===== src/rtl/light_pkg.sv =====
// Shared definitions for the traffic-light timing path: phase select codes,
// default durations and the configuration FSM encoding.
package light_pkg;

    localparam int LIGHT_DUR_W   = 4;
    localparam int LIGHT_DUR_MAX = 9;
    localparam int LIGHT_DEF_G   = 4;
    localparam int LIGHT_DEF_Y   = 0;
    localparam int LIGHT_DEF_R   = 0;

    localparam logic [1:0] SEL_RUN = 2'b00;
    localparam logic [1:0] SEL_Y   = 2'b01;
    localparam logic [1:0] SEL_G   = 2'b10;
    localparam logic [1:0] SEL_R   = 2'b11;

    typedef enum logic [1:0] {
        ST_RUN    = 2'd0,
        ST_EDIT   = 2'd1,
        ST_COMMIT = 2'd2
    } cfg_state_t;

endpackage


===== src/rtl/btn_debounce.sv =====
// Single-button debouncer: a raw level must hold for DEB_CYCLES cycles before it
// becomes the stable level; a 0->1 change of the stable level yields a one-cycle press.
module btn_debounce #(
    parameter int DEB_CYCLES = 20
) (
    input  logic clk,
    input  logic rst,
    input  logic raw,
    output logic level,
    output logic press
);

    localparam int CNT_W = $clog2(DEB_CYCLES + 1);

    logic             raw_q;
    logic [CNT_W-1:0] cnt;

    always_ff @(posedge clk) begin
        if (!rst) begin
            raw_q <= 1'b0;
            cnt   <= '0;
            level <= 1'b0;
            press <= 1'b0;
        end else begin
            raw_q <= raw;
            press <= 1'b0;
            if (raw != raw_q) begin
                cnt <= '0;
            end else if (cnt != CNT_W'(DEB_CYCLES)) begin
                cnt <= cnt + 1'b1;
                // The counter parks at DEB_CYCLES, so a held button never re-fires.
                if (cnt == CNT_W'(DEB_CYCLES - 1)) begin
                    level <= raw_q;
                    press <= raw_q & ~level;
                end
            end
        end
    end

endmodule


===== src/rtl/light_timing_cfg.sv =====
// Operator-side editor for traffic-light phase durations: debounced buttons edit a
// shadow copy of the durations, and a commit copies the shadows to the sequencer.
module light_timing_cfg
    import light_pkg::*;
#(
    parameter int DEB_CYCLES = 20,
    parameter int DUR_W      = LIGHT_DUR_W,
    parameter int DUR_MAX    = LIGHT_DUR_MAX,
    parameter int DEF_G      = LIGHT_DEF_G,
    parameter int DEF_Y      = LIGHT_DEF_Y,
    parameter int DEF_R      = LIGHT_DEF_R
) (
    input  logic             clk,
    input  logic             rst,
    input  logic [1:0]       sw,
    input  logic [3:0]       btn,
    output logic [DUR_W-1:0] dur_g,
    output logic [DUR_W-1:0] dur_y,
    output logic [DUR_W-1:0] dur_r,
    output logic             cfg_upd,
    output logic             editing,
    output logic [3:0]       led
);

    logic [3:0] press;
    logic [3:0] btn_level_unused;

    for (genvar i = 0; i < 4; i++) begin : g_deb
        btn_debounce #(.DEB_CYCLES(DEB_CYCLES)) u_deb (
            .clk   (clk),
            .rst   (rst),
            .raw   (btn[i]),
            .level (btn_level_unused[i]),
            .press (press[i])
        );
    end

    // Restore beats dec beats inc; commit is resolved by the FSM before any edit.
    function automatic logic [DUR_W-1:0] edit_val(input logic [DUR_W-1:0] cur,
                                                  input logic [DUR_W-1:0] def,
                                                  input logic [3:0]       ev);
        if (ev[2])
            return def;
        else if (ev[1])
            return (cur == '0) ? '0 : cur - 1'b1;
        else if (ev[0])
            return (int'(cur) >= DUR_MAX) ? DUR_W'(DUR_MAX) : cur + 1'b1;
        return cur;
    endfunction

    function automatic logic [3:0] led_of(input logic [DUR_W-1:0] v);
        int s;
        s = int'(v) + 1;
        return (s > 15) ? 4'd15 : 4'(s);
    endfunction

    cfg_state_t       state, state_nxt;
    logic [DUR_W-1:0] sh_g, sh_y, sh_r;
    logic [DUR_W-1:0] sh_g_nxt, sh_y_nxt, sh_r_nxt, sel_nxt;
    logic [3:0]       led_nxt;
    logic             commit_p1;

    always_comb begin
        state_nxt = state;
        sh_g_nxt  = sh_g;
        sh_y_nxt  = sh_y;
        sh_r_nxt  = sh_r;
        case (state)
            ST_RUN: begin
                sh_g_nxt = dur_g;
                sh_y_nxt = dur_y;
                sh_r_nxt = dur_r;
                if (sw != SEL_RUN) state_nxt = ST_EDIT;
            end
            ST_EDIT: begin
                if (sw == SEL_RUN) begin
                    state_nxt = ST_RUN;
                end else if (press[3]) begin
                    state_nxt = ST_COMMIT;
                end else begin
                    case (sw)
                        SEL_Y:   sh_y_nxt = edit_val(sh_y, DUR_W'(DEF_Y), press);
                        SEL_G:   sh_g_nxt = edit_val(sh_g, DUR_W'(DEF_G), press);
                        default: sh_r_nxt = edit_val(sh_r, DUR_W'(DEF_R), press);
                    endcase
                end
            end
            ST_COMMIT: state_nxt = (sw == SEL_RUN) ? ST_RUN : ST_EDIT;
            default:   state_nxt = ST_RUN;
        endcase

        case (sw)
            SEL_Y:   sel_nxt = sh_y_nxt;
            SEL_G:   sel_nxt = sh_g_nxt;
            SEL_R:   sel_nxt = sh_r_nxt;
            default: sel_nxt = '0;
        endcase
        led_nxt = (state_nxt == ST_RUN) ? 4'd0 : led_of(sel_nxt);
    end

    always_ff @(posedge clk) begin
        if (!rst) begin
            state     <= ST_RUN;
            dur_g     <= DUR_W'(DEF_G);
            dur_y     <= DUR_W'(DEF_Y);
            dur_r     <= DUR_W'(DEF_R);
            sh_g      <= DUR_W'(DEF_G);
            sh_y      <= DUR_W'(DEF_Y);
            sh_r      <= DUR_W'(DEF_R);
            commit_p1 <= 1'b0;
            cfg_upd   <= 1'b0;
            editing   <= 1'b0;
            led       <= 4'd0;
        end else begin
            state    <= state_nxt;
            sh_g     <= sh_g_nxt;
            sh_y     <= sh_y_nxt;
            sh_r     <= sh_r_nxt;
            if (state == ST_COMMIT) begin
                dur_g <= sh_g;
                dur_y <= sh_y;
                dur_r <= sh_r;
            end
            // cfg_upd trails the dur_* update by one cycle so readers see settled values.
            commit_p1 <= (state == ST_COMMIT);
            cfg_upd   <= commit_p1;
            editing   <= (state_nxt == ST_EDIT);
            led       <= led_nxt;
        end
    end

endmodule


===== config.mk =====
export PLATFORM = sky130hd
export DESIGN_NAME = light_timing_cfg
export DESIGN_NICKNAME = d
export VERILOG_FILES = /design/src/rtl/light_pkg.sv /design/src/rtl/btn_debounce.sv /design/src/rtl/light_timing_cfg.sv
export SDC_FILE = /design/constraint.sdc
export NUM_CORES = 1
export LEC_CHECK = 0
export ABC_AREA = 1
export BUFFER_PORTS_ARGS = -buffer_cell sky130_fd_sc_hd__buf_2
export CORE_MARGIN = 3
export CORE_UTILIZATION = 40
export DETAILED_ROUTE_END_ITERATION = 10
export GPL_ROUTABILITY_DRIVEN = 0
export GPL_TIMING_DRIVEN = 1
export PLACE_DENSITY_LB_ADDON = 0.12
export SYNTH_ARGS = -nofsm -noshare
export SYNTH_HDL_FRONTEND = slang
export SYNTH_SLANG_ARGS = --single-unit
export TNS_END_PERCENT = 20

===== constraint.sdc =====
create_clock -name clk -period 3.1 [get_ports clk]
set_input_delay 0.155 -clock clk [delete_from_list [all_inputs] [get_ports clk]]
set_output_delay 0.155 -clock clk [all_outputs]
set_load 0.005 [all_outputs]

---- Word level (Yosys, flattened, before mapping) ----
Cells that the tools add are included.
word-level totals
  bits in registers ....................... 65
  bits in latches ......................... 0
  RAM bits ................................ 0
  ROM bits ................................ 0
  input bits .............................. 8
  output and inout port bits .............. 18
  logic and storage cells ................. 154
  memories kept ........................... 0
cells by class
  add/subtract/negate cells ............... 11
  $mul .................................... 0
  divide/modulo/power cells ............... 0
  order comparisons ....................... 4
  equality and inequality tests ........... 18
  shift-type cells ........................ 0
  mux-type cells .......................... 52
  bitwise logic cells ..................... 21
  reductions and logical operators ........ 21
operators by type and width
  operator                                              count
  2-to-1 mux 4 bit                                      28
  one-hot mux 4 bit (2 select lines)                    3
  adder 5 x 1 -> 5 bit (second input constant)          4
  equality test 5 bit (second input constant)           4
  inequality test 5 bit (second input constant)         4
  inverter 1 bit                                        17
  2-to-1 mux 1 bit                                      16
  OR reduction 4 bit                                    4
  adder 4 x 1 -> 4 bit (second input constant)          3
  >= comparator 4 bit (second input constant)           3
  logical NOT 4 bit                                     3
  one-hot mux 4 bit (3 select lines)                    1
  AND reduction 3 bit                                   4
  OR reduction 2 bit                                    6
  subtractor 4 x 1 -> 4 bit (second input constant)     3
  equality test 2 x 1 -> 1 bit (second input constant)  3
  equality test 2 bit (second input constant)           3
  logical NOT 2 bit                                     3
  2-to-1 mux 2 bit                                      3
  one-hot mux 2 bit (3 select lines)                    1
  adder 4 x 1 -> 5 bit (second input constant)          1
  > comparator 5 x 4 -> 1 bit (second input constant)   1
  bitwise AND 1 bit                                     4
  inequality test 1 bit                                 4
  nonzero test 2 bit                                    1

---- Logic depth before layout (Yosys ltp) ----
Gate-level depths: netlist of the first run.
  depth in word-level cells ............... 16
  depth in mapped cells ................... 19
  gate-level depth less buffers ........... 19

---- Hierarchy ----
Synthesis of the first run repeated with hierarchy kept, for this count alone.
second synthesis, totals
  cells, all modules ...................... 580
  area total of the unflattened synthesis .. 3916.3 sq um
modules (own cells, without submodules)
  module            instances  cells an instance  area each (sq um)  seq. area each (sq um)
  light_timing_cfg  1          356                2274.7             660.6
  btn_debounce      4          56                 410.4              160.2

---- Worst setup path before layout of the first run ----
Ideal clock, no wire load.
  path kind ............................... flip-flop to flip-flop
  start point ............................. reg sh_r[0]
  end point ............................... reg led[1]
  library setup time ...................... 66 ps
  data arrival time ....................... 1983 ps
  data required time ...................... 3034 ps
  slack ................................... 1050 ps
  stages on the path, launching flop included .. 19
  buffers on the path ..................... 0
  period minus slack after synthesis ...... 2050 ps
  cell sequence ........................... dfxtp_1 inv_1 ha_1 nand2_1 nand2_1 nor2_1 nor2_1 nand2_1 nand2_1 nand3_1 nand3_2 nand2_1 inv_1 ha_1 nor2_1 nand2_1 nand2_1 nand2_1 a21oi_2
between the ends
  longest elaborated chain between the ends .. 14
  elaborated cells on any way between the ends .. 18
  classes of those cells .................. 3 x add/sub; 2 x order compare; 12 x mux; 1 x reduce/logical
RTL lines
  item                                                         line                     source
  from (decl)                                                  light_timing_cfg.sv:58   logic [DUR_W-1:0] sh_g, sh_y, sh_r;
  from (signal assigned)                                       light_timing_cfg.sv:109  sh_r <= DUR_W'(DEF_R);
  from (signal assigned)                                       light_timing_cfg.sv:118  sh_r <= sh_r_nxt;
  adder 4 x 1 -> 4 bit or >= comparator 4 bit (tied branches)  light_timing_cfg.sv:47   return (int'(cur) >= DUR_MAX) ? DUR_W'(DUR_MAX) : cur + 1'b1;
  2-to-1 mux 4 bit                                             light_timing_cfg.sv:47
  2-to-1 mux 4 bit                                             light_timing_cfg.sv:46   else if (ev[0])
  2-to-1 mux 4 bit                                             light_timing_cfg.sv:44   else if (ev[1])
  2-to-1 mux 4 bit                                             light_timing_cfg.sv:42   if (ev[2])
  2-to-1 mux 4 bit                                             light_timing_cfg.sv:48   return cur;
  2-to-1 mux 4 bit                                             light_timing_cfg.sv:81   case (sw)
  2-to-1 mux 4 bit                                             light_timing_cfg.sv:78   end else if (press[3]) begin
  2-to-1 mux 4 bit                                             light_timing_cfg.sv:76   if (sw == SEL_RUN) begin
  one-hot mux 4 bit (2 select lines) (*)                       light_timing_cfg.sv:68   case (state)
  one-hot mux 4 bit (3 select lines) (*)                       light_timing_cfg.sv:92   case (sw)
  adder 4 x 1 -> 5 bit (*)                                     light_timing_cfg.sv:53   s = int'(v) + 1;
  > comparator 5 x 4 -> 1 bit                                  light_timing_cfg.sv:54   return (s > 15) ? 4'd15 : 4'(s);
  2-to-1 mux 4 bit (*)                                         light_timing_cfg.sv:54
  to (signal assigned)                                         light_timing_cfg.sv:128  led <= led_nxt;
  to (decl)                                                    light_timing_cfg.sv:22   output logic [3:0] led
Every way passes the cells marked *; elsewhere a longest branch is shown, timed or not. The select of a mux whose other input is x is not followed.
A chain may end at the register's enable or synchronous reset.

---- Final worst setup path of the first run ----
  start point ............................. reg g_deb[1].u_deb.press
  end point ............................... reg led[1]
between the ends
  longest elaborated chain between the ends .. 15
  elaborated cells on any way between the ends .. 39
  classes of those cells .................. 1 x add/sub; 1 x order compare; 37 x mux
RTL lines
  item                                    line                    source
  from (decl)                             btn_debounce.sv:10      output logic press
  from (signal assigned)                  btn_debounce.sv:34      press <= raw_q & ~level;
  2-to-1 mux 1 bit                        light_timing_cfg.sv:44
  2-to-1 mux 1 bit                        light_timing_cfg.sv:42
  2-to-1 mux 1 bit                        light_timing_cfg.sv:81
  2-to-1 mux 1 bit                        light_timing_cfg.sv:78
  2-to-1 mux 1 bit                        light_timing_cfg.sv:76
  2-to-1 mux 1 bit                        light_timing_cfg.sv:68
  2-to-1 mux 4 bit                        light_timing_cfg.sv:48
  2-to-1 mux 4 bit                        light_timing_cfg.sv:81
  2-to-1 mux 4 bit                        light_timing_cfg.sv:78
  2-to-1 mux 4 bit                        light_timing_cfg.sv:76
  one-hot mux 4 bit (2 select lines)      light_timing_cfg.sv:68
  one-hot mux 4 bit (3 select lines) (*)  light_timing_cfg.sv:92
  adder 4 x 1 -> 5 bit (*)                light_timing_cfg.sv:53
  > comparator 5 x 4 -> 1 bit             light_timing_cfg.sv:54
  2-to-1 mux 4 bit (*)                    light_timing_cfg.sv:54
Marked as above.

==> results of run 1 <==
## where the power goes
part / switching, W / internal (W)
combinational: 0.000126 / 0.0000703
sequential: 0.0000236 / 0.000858
clock: 0.000339 / 0.000369
total: 0.000489 / 0.00130
## layout make-up
cell class / count / area, um^2
multi-input cells: 358 / 1940
repair buffers: 29 / 155
fillers: 917 / 4470
well taps: 105 / 131
clock buffers: 9 / 124
clock inverters: 6 / 70.1
flip-flops and latches: 65 / 1300
inverters: 63 / 236
## layer usage
layer / vias to the layer above / track usage / wire length [um]
met2: 56 / 0.313 / 3940
met4: 0 / 0.0715 / 209
met1: 1488 / 0.224 / 3930
li1: 1684 / - / -
met3: 20 / 0.0452 / 264
met5: - / 0 / 0
## per-stage QoR
| stage | area [um^2] | utilization | setup WS (ns) | power, W |
|---|---|---|---|---|
| final | 3960 | 0.470 | 0.613 | 0.00179 |
| after global routing | 3960 | 0.470 | 0.261 | 0.00189 |
| after CTS | 3960 | 0.470 | 0.616 | 0.00181 |
| after detailed placement | 3760 | 0.447 | 0.634 | 0.00110 |
| after global placement | 3760 | 0.447 | 0.675 | 0.00109 |
| after floorplan | 3540 | - | 1.05 | 0.00104 |
## cells in the mapped netlist (2+ instances only)
cell type / n / area share
a211oi_1: 3 / 0.0064
nand3_1: 57 / 0.081
nor3_1: 6 / 0.0085
buf_6: 2 / 0.0064
xor2_1: 8 / 0.020
nand2_1: 92 / 0.097
nor2_1: 63 / 0.067
a21oi_2: 2 / 0.0049
nand2_2: 2 / 0.0035
nand3_2: 2 / 0.0057
a221oi_1: 3 / 0.0074
clkbuf_1: 5 / 0.0053
xnor2_1: 8 / 0.020
clkinv_1: 2 / 0.0021
dfxtp_1: 65 / 0.37
ha_1: 25 / 0.088
nand4_1: 7 / 0.012
o211ai_1: 5 / 0.011
buf_4: 2 / 0.0042
buf_2: 2 / 0.0028
a21oi_1: 46 / 0.065
nand3b_1: 7 / 0.015
inv_2: 6 / 0.0064
o21ai_0: 15 / 0.021
inv_1: 55 / 0.058
## final timing paths
path                                     end  slack (ns)  cells after the start
max reg2reg                led[1]$_SDFF_PP0_        0.61                     15
min reg2reg  g_deb[0].u_deb.press$_SDFF_PP0_        0.41                      1
min          g_deb[2].u_deb.raw_q$_SDFF_PN0_        0.02                      3
max                        led[1]$_SDFF_PP0_        0.61                     15
## kinds of logic after synthesis
family,Yosys count,synth area share
and+or+nand+nor,239,0.296
AOI/OAI and AO/OA,78,0.123
buffers and inverters,74,0.0855
DFF,65,0.367
adders and majority gates,25,0.0883
xor gates and xnor gates,16,0.0396
## worst min-delay path: stages
cell and delay, ns:
buf_2 0.10, nand2_1 0.05, inv_1 0.04
==> impl_metrics.py, run 1 <==
metrics = {
    "clock_tree": {
        "postCtsSetupRepairBufs": 0,
        "cts_buffers": 9,
        "worst_skew_pair.late_latency_ns": 0.34,
        "tritoncts_clock_tree": "done",
        "clock-sinks": 65,
        "clk_pin_slew_ns": 0.08,
        "cts.htree.levels": 3,
        "cts-resized-gates": 0,
        "cts_hold_buf": 0,
        "clockRootBuffer": "clkbuf_8",
        "number_of_buffers_on_the_longest_clock_path": 2,
    },
    "critical_path": {
        "startpoint": "g_deb[1].u_deb.press$_SDFF_PP0_",
        "worstPathMaxFanout": 14,
        "critical-path-top-cell-by-count": "nand2_1",
        "critical_path_cell_by_cell": "inv_2, nand2_1, nand4_1, nor2_1, o21ai_1, nand2_1, nand3_1, nand3_2, nand2_1, ha_1, nor2_1, nand2_1, nand2_1, nand2_1, a21oi_2",
        "cpLargestDelayFamily": "simple AND/OR/NAND/NOR gates",
        "cp.required_ns": 3.38,
        "regToRegStartpoint": "g_deb[1].u_deb.press$_SDFF_PP0_",
        "cp_data_arrival_time_ns": 2.77,
        "timing_worst_setup_path_type": "reg -> reg",
        "cp.buffers_inverters": 1,
        "crit_path_start_kind": "flop",
        "crit_path_max_incr_delay_ns": 0.62,
        "timing.critical_path.to_type": "flop",
        "cpMaxStageDelayCell": "dfxtp_1",
    },
    "synth": {
        "syn-instance-count": 497,
        "mappedNetlistArea_um2": 3540,
        "synthesis.yosys.warnings": 0,
        "synth-async-reset-ratio": 0,
        "ff_latch_count_synth": 65,
        "synth_cell_type_count": 32,
        "synthFlopType": "dfxtp_1",
        "ys_seq_area_frac": 0.367,
        "syn-mean-instance-area_um2": 7.13,
        "synth_edf_count": 0,
        "synth_fp_nets": 530,
    },
    "hold_path": {
        "min-delay-start": "btn[2]",
        "worst_min_delay_path_category": "in -> reg",
    },
    "layout": {
        "post_route_cells_drive_above_1_share": 0.111,
        "commonest_non_fill_non_tap_cell_in_the_layout": "nand2_1",
        "antenna_cells": 0,
        "leading_cell_types_in_the_layout_fill_and_taps_excluded": "nand2_1, dfxtp_1, nor2_1",
        "area_growth_synth_to_finish_pct": 11.7,
        "largest_register": "g_deb.u_deb.cnt",
        "design.final.nets": 559,
        "fin_cells": 635,
        "largest_reg_flops": 20,
    },
    "die": {
        "total_die_area_um2": 10000,
        "fp.coreArea_um2": 8420,
        "floorplan.io_pins": 26,
        "width_of_the_chip_um": 100,
        "floorplan.rows": 33,
        "floorplan.die.height_um": 100,
        "start_util": 0.421,
    },
    "drt": {
        "post_drt_via_cell_ratio": 5.11,
        "avgRoutedWirePerCell_um": 13.1,
        "drtIter0Drc": 114,
        "via_count": 3248,
        "routed_wl_um": 8340,
        "detail-route-antenna-nets": 0,
        "router_iterations_before_antenna_repair": 4,
        "drc": 0,
    },
    "placed_design": {
        "port-buffer-count": 25,
        "dpl.hpwl_um": 6290,
        "placed_instances": 620,
    },
    "sta": {
        "finalMaxSlewViolations": 0,
        "hold_violations": 0,
        "fin_hold_ws_ns": 0.0177,
        "tns_ns": 0,
        "fmax_ghz": 0.402,
        "clk_skew_ns": 0.0102,
        "max_slew.worst_pin.slew_ns": 0.571,
        "slew_headroom": 0.620,
        "fin_crit_sh": 0.802,
        "final.min_clock_period_ns": 2.49,
        "grt_setup_unrepaired": "false",
        "report.final.setup_viol": 0,
    },
    "grt": {
        "grt_antenna_before_repair": 0,
        "groute.usage.overall": 0.184,
        "grt_pass1_wl_um": 14900,
        "globalRouteOverflowTotal": 0,
        "grt_start_max_net_pins": 32,
        "first_global_vias": 3274,
    },
    "power": {
        "total_leakage_power_nw": 1.82,
        "power.density_cell_area_nw_per_um2": 451,
        "ir_drop_uv": 278,
    },
    "status": {
        "status": "complete, no violations",
    },
    "run": {
        "max_cap_violations": 0,
    },
}
No activity file was read; power rests on OpenSTA's default activity.
==> inputs of run 2 (changes only) <==
==> constraint.sdc (replaced) <==
create_clock -name clk -period 2.5 [get_ports clk]
set_input_delay 0.125 -clock clk [delete_from_list [all_inputs] [get_ports clk]]
set_output_delay 0.125 -clock clk [all_outputs]
set_load 0.005 [all_outputs]
==> impl_metrics.py, run 2 (synthesized netlist as in run 1, its figures left out) <==
metrics = {
    "grt": {
        "grt_antenna_before_repair": 0,
        "first_global_vias": 3065,
        "groute.usage.overall": 0.183,
        "grt_start_max_net_pins": 26,
        "globalRouteOverflowTotal": 0,
        "grt_pass1_wl_um": 14400,
    },
    "drt": {
        "post_drt_via_cell_ratio": 5.14,
        "drtIter0Drc": 171,
        "routed_wl_um": 8580,
        "avgRoutedWirePerCell_um": 13.3,
        "router_iterations_before_antenna_repair": 5,
        "detail-route-antenna-nets": 0,
        "drc": 0,
        "via_count": 3320,
    },
    "critical_path": {
        "regToRegStartpoint": "sh_r[0]$_SDFF_PN0_",
        "critical_path_cell_by_cell": "inv_1, ha_1, nand2_1, nand2_1, nor2_1, nor2_1, nand2_1, nand2_1, nand3_1, nand3_2, nand2_1, inv_1, ha_1, nor2_1, nand2_1, nand2_1, nand2_1, a21oi_2",
        "r2r_setup_slack_ns": 0.23,
        "crit_path_max_incr_delay_ns": 0.33,
        "worstPathMaxFanout": 7,
        "critical-path-top-cell-by-count": "nand2_1",
        "cp.required_ns": 2.79,
        "cpMaxStageDelayCell": "dfxtp_1",
        "timing.critical_path.to_type": "flop",
        "cp_data_arrival_time_ns": 2.56,
        "crit_path_start_kind": "flop",
        "rr_worst_depth": 18,
        "critical_path.reg2reg.endpoint": "led[1]$_SDFF_PP0_",
        "startpoint": "sh_r[0]$_SDFF_PN0_",
        "timing_worst_setup_path_type": "reg -> reg",
    },
    "die": {
        "floorplan.die.height_um": 100,
        "width_of_the_chip_um": 100,
        "start_util": 0.421,
        "floorplan.rows": 33,
        "total_die_area_um2": 10000,
        "floorplan.io_pins": 26,
        "fp.coreArea_um2": 8420,
    },
    "power": {
        "ir_drop_uv": 285,
        "total_leakage_power_nw": 1.88,
        "power.density_cell_area_nw_per_um2": 558,
    },
    "layout": {
        "largest_reg_flops": 20,
        "finish.utilization": 0.481,
        "post_route_cells_drive_above_1_share": 0.135,
        "leading_cell_types_in_the_layout_fill_and_taps_excluded": "nand2_1, nor2_1, dfxtp_1",
        "fillCellCount": 851,
        "area_growth_synth_to_finish_pct": 14.4,
        "largest_register": "g_deb.u_deb.cnt",
        "design.final.nets": 569,
        "commonest_non_fill_non_tap_cell_in_the_layout": "nand2_1",
        "antenna_cells": 0,
    },
    "sta": {
        "tns_ns": 0,
        "report.final.setup_viol": 0,
        "fin_crit_sh": 0.908,
        "hold_violations": 0,
        "grt_setup_unrepaired": "false",
        "final.min_clock_period_ns": 2.27,
        "fin_hold_ws_ns": 0.104,
        "slew_headroom": 0.734,
        "clk_skew_ns": 0.0133,
        "fmax_ghz": 0.441,
        "max_slew.worst_pin.slew_ns": 0.397,
        "finalMaxSlewViolations": 0,
    },
    "clock_tree": {
        "cts.htree.levels": 3,
        "postCtsSetupRepairBufs": 0,
        "clock-sinks": 65,
        "clockRootBuffer": "clkbuf_8",
        "cts_buffers": 9,
        "worst_skew_pair.late_latency_ns": 0.36,
        "clk_pin_slew_ns": 0.08,
        "tritoncts_clock_tree": "done",
        "number_of_buffers_on_the_longest_clock_path": 2,
    },
    "hold_path": {
        "worst_hold_path.endpoint": "dur_y[1]$_SDFFE_PN0P_",
        "hold-path-cell-count": 3,
        "worst_min_delay_path_category": "in -> reg",
        "min-delay-start": "rst",
    },
    "status": {
        "status": "complete, no violations",
    },
    "placed_design": {
        "port-buffer-count": 25,
        "dpl.hpwl_um": 6420,
    },
    "run": {
        "max_cap_violations": 0,
    },
}
==> run 2: cell types whose count changed in the layout (fill, tap and decap cells not counted), moves of 2 or more <==
| cell | change |
|---|---|
| inv_6 | +2 |
| inv_2 | +4 |
| dlygate4sd3_1 | +4 |
| dfxtp_1 | -3 |
| inv_1 | -4 |
| buf_4 | +6 |
| dfxtp_2 | +3 |
| clkinvlp_4 | -2 |
==> run 2: how the worst max path moves through the flow <==
| stage | endpoint | slack, ns | cells past startpoint |
|---|---|---|---|
| 2_1_floorplan | led[1]$_SDFF_PP0_ | 0.45 | 18 |
| 3_3_place_gp | led[1]$_SDFF_PP0_ | 0.21 | 19 |
| 3_5_place_dp | led[1]$_SDFF_PP0_ | 0.19 | 19 |
| 4_1_cts | led[1]$_SDFF_PP0_ | 0.17 | 18 |
| 5_1_grt | led[1]$_SDFF_PP0_ | 0.008 | 18 |
| 6_report | led[1]$_SDFF_PP0_ | 0.23 | 18 |
==> run 2: layout make-up <==
class / instances / area, um^2 / share of cell area
Inverter: 63 / 236 / 0.0584
Clock inverter: 7 / 77.6 / 0.0191
Multi-Input combinational cell: 358 / 1940 / 0.478
Clock buffer: 9 / 124 / 0.0306
Tap cell: 105 / 131 / 0.0324
Sequential cell: 65 / 1310 / 0.322
Timing Repair Buffer: 39 / 240 / 0.0593
==> run 2: layer usage <==
| layer | share of wire | global-route usage |
|---|---|---|
| met2 | 0.48 | 0.302 |
| met5 | 0 | 0 |
| met4 | 0.021 | 0.0705 |
| met1 | 0.45 | 0.228 |
| met3 | 0.049 | 0.0479 |
==> run 2: metrics by stage <==
stage / instances / setup slack (ns) / total power (W) / area [um^2]
global placement: 626 / 0.210 / 0.00136 / 3810
floorplan: 497 / 0.450 / 0.00129 / 3540
finish: 646 / 0.231 / 0.00226 / 4050
detailed placement: 626 / 0.191 / 0.00136 / 3810
CTS: 646 / 0.172 / 0.00230 / 4050
global route: 646 / 0.00844 / 0.00238 / 4050
==> run 2: critical path: cells and delay by family (launching register included) <==
family / cells / cell delay (ns)
simple gates: 13 / 1.02
fa+ha+maj: 2 / 0.58
buf+inv: 2 / 0.17
flops: 1 / 0.33
compound gates: 1 / 0.10
==> run 2: report_power, final <==
group | internal (W) | total, W | switching [W]
Clock | 0.000468 | 0.000914 | 0.000446
Sequential | 0.00106 | 0.00109 | 0.0000266
Combinational | 0.0000966 | 0.000257 | 0.000160
Total | 0.00163 | 0.00226 | 0.000633
==> run 2: timing repair <==
action / CTS / global route
hold buffers: 4 / 0
endpoints found under the setup margin: 0 / 1
gates resized for setup: 0 / 8
hold endpoints to repair: 4 / 0
==> inputs of run 3 (changes only) <==
--- a/config.mk
+++ b/config.mk
@@ -5,7 +5,7 @@
 export SDC_FILE = /design/constraint.sdc
 export NUM_CORES = 1
 export LEC_CHECK = 0
-export ABC_AREA = 1
+export ABC_AREA = 0
 export BUFFER_PORTS_ARGS = -buffer_cell sky130_fd_sc_hd__buf_2
 export CORE_MARGIN = 3
 export CORE_UTILIZATION = 40
==> impl_metrics.py, run 3 <==
metrics = {
    "status": {
        "status": "complete, no violations",
    },
    "sta": {
        "finalMaxSlewViolations": 0,
        "fmax_ghz": 0.419,
        "hold_violations": 0,
        "fin_crit_sh": 0.954,
        "report.final.setup_viol": 0,
        "final.min_clock_period_ns": 2.38,
        "clk_skew_ns": 0.00849,
        "slew_headroom": 0.609,
        "max_slew.worst_pin.slew_ns": 0.587,
    },
    "synth": {
        "top_cells_by_instance_count_after_synthesis": "dfxtp_1, nand2_1, nor2_1, inv_1, ha_1",
        "area_fraction_of_the_dominant_cell_type_after_synthesis": 0.360,
        "syn-instance-count": 418,
        "syn-mean-instance-area_um2": 8.65,
        "synth_fp_nets": 451,
        "ff_latch_count_synth": 65,
        "synth_cell_type_count": 62,
        "synth-async-reset-ratio": 0,
        "mappedNetlistArea_um2": 3620,
        "post-synth-top-count-cell": "dfxtp_1",
        "ys_seq_area_frac": 0.360,
        "netlist_top_cells_area": "dfxtp_1, ha_1, nand2_1, a21boi_0, nor2_1",
        "synthFlopType": "dfxtp_1",
        "synth_edf_count": 0,
        "synthesis.yosys.warnings": 0,
        "synth_largest_area_cell": "dfxtp_1",
    },
    "hold_path": {
        "hold-path-cell-count": 2,
        "min-delay-start": "btn[1]",
        "worst_min_delay_path_category": "in -> reg",
        "worst_hold_path.endpoint": "g_deb[1].u_deb.raw_q$_SDFF_PN0_",
    },
    "drt": {
        "router_iterations_before_antenna_repair": 4,
        "via_count": 3198,
        "drtIter0Drc": 161,
        "post_drt_via_cell_ratio": 5.44,
        "drc": 0,
        "detail-route-antenna-nets": 0,
        "routed_wl_um": 8760,
        "avgRoutedWirePerCell_um": 14.9,
    },
    "critical_path": {
        "cp.required_ns": 2.76,
        "timing.critical_path.to_type": "flop",
        "rr_worst_depth": 12,
        "cp_data_arrival_time_ns": 2.64,
        "cpMaxStageDelayCell": "a311o_2",
        "critical_path_cell_by_cell": "inv_1, ha_1, nand2b_1, nor3_1, buf_4, o31a_1, nor4_2, buf_4, a311o_2, clkinv_2, ha_1, o22ai_1",
        "crit_path_max_incr_delay_ns": 0.39,
        "critical_path_depth": 12,
        "worstPathMaxFanout": 3,
        "critical_path.reg2reg.endpoint": "led[1]$_SDFF_PP0_",
        "r2r_setup_slack_ns": 0.12,
        "cpLargestDelayFamily": "compound AO/OA/AOI/OAI gates",
        "timing_worst_setup_path_type": "reg -> reg",
        "regToRegStartpoint": "sh_r[0]$_SDFF_PN0_",
        "crit_path_start_kind": "flop",
        "cp.buffers_inverters": 4,
    },
    "layout": {
        "area_growth_synth_to_finish_pct": 20.2,
        "largest_register": "g_deb.u_deb.cnt",
        "commonest_non_fill_non_tap_cell_in_the_layout": "dfxtp_1",
        "antenna_cells": 0,
        "design.final.nets": 508,
        "largest_reg_flops": 20,
        "fillCellCount": 852,
        "finish.utilization": 0.496,
        "register_area_um2": 1310,
        "leading_cell_types_in_the_layout_fill_and_taps_excluded": "dfxtp_1, nand2_1, buf_4",
        "post_route_cells_drive_above_1_share": 0.208,
        "multi_input_logic_area_um2": 2180,
    },
    "power": {
        "ir_drop_uv": 266,
        "power.density_cell_area_nw_per_um2": 497,
        "total_leakage_power_nw": 1.76,
        "report.power.total_w": 0.00216,
    },
    "die": {
        "total_die_area_um2": 10200,
        "start_util": 0.413,
        "floorplan.die.height_um": 101,
        "floorplan.io_pins": 26,
        "floorplan.rows": 34,
        "fp.coreArea_um2": 8760,
        "width_of_the_chip_um": 101,
    },
    "clock_tree": {
        "clock-sinks": 65,
        "worst_skew_pair.late_latency_ns": 0.33,
        "tritoncts_clock_tree": "done",
        "cts_hold_buf": 0,
        "clk_pin_slew_ns": 0.08,
        "cts.htree.levels": 3,
        "cts_buffers": 9,
        "clockRootBuffer": "clkbuf_8",
        "number_of_buffers_on_the_longest_clock_path": 2,
    },
    "placed_design": {
        "port-buffer-count": 25,
        "dpl.hpwl_um": 6370,
    },
    "run": {
        "max_cap_violations": 0,
    },
    "grt": {
        "grt_start_max_net_pins": 23,
        "first_global_vias": 2963,
        "globalRouteOverflowTotal": 0,
        "grt_pass1_wl_um": 14100,
        "groute.usage.overall": 0.174,
        "grt_antenna_before_repair": 0,
    },
}
==> run 3: area by class of cell <==
class,instances,share of cell area
clock buffers,11,0.0348
clock inverters,5,0.0124
inverters,29,0.0253
multi-input cells,308,0.502
flip-flops and latches,65,0.301
well taps,108,0.0311
repair buffers,62,0.0927
==> run 3: timing repair <==
action | in CTS | in global routing
pin swaps | 1 | 5
endpoints found under the setup margin | 1 | 3
resized for setup | 2 | 12
setup buffers | 0 | 1
==> run 3: how the worst max path moves through the flow <==
stage                                   from           endpoint  slack, ns
final                     sh_r[0]$_SDFF_PN0_  led[1]$_SDFF_PP0_       0.12
after global routing      sh_r[0]$_SDFF_PN0_  led[1]$_SDFF_PP0_      -0.02
after CTS                 sh_y[0]$_SDFF_PN0_  led[1]$_SDFF_PP0_       0.01
after detailed placement  sh_y[0]$_SDFF_PN0_  led[1]$_SDFF_PP0_     -0.007
after floorplan           sh_y[0]$_SDFF_PN0_  led[1]$_SDFF_PP0_       0.22
after global placement    sh_y[0]$_SDFF_PN0_  led[1]$_SDFF_PP0_       0.02
==> run 3: power by group <==
group	total [W]	switching [W]	internal, W
Clock	0.000924	0.000412	0.000512
Combinational	0.000168	0.0000907	0.0000772
Sequential	0.00107	0.0000167	0.00105
==> run 3: kinds of logic after synthesis <==
family,synth area share
AOI/OAI and AO/OA,0.210
xor gates and xnor gates,0.0484
adders and majority gates,0.0865
buffers and inverters,0.0495
DFF,0.360
muxes,0.00277
and+or+nand+nor,0.243
==> run 3: metrics by stage <==
stage               cell area (um^2)  TNS (ns)  hold WS [ns]  setup WS, ns  std cells
finish                          4350         0        0.0727         0.115        588
global route                    4350   -0.0157        0.0699       -0.0157        588
CTS                             4280         0        0.0568        0.0148        587
detailed placement              4080  -0.00737         0.415      -0.00737        571
global placement                4080         0         0.403        0.0207        571
floorplan                       3620         0         0.262         0.219        418
==> run 3: routing by layer <==
layer	GRT usage	up-vias	share of wire
li1	-	1600	-
met1	0.227	1537	0.47
met2	0.284	51	0.49
met3	0.0360	10	0.032
met4	0.0613	0	0.012
met5	0	-	0
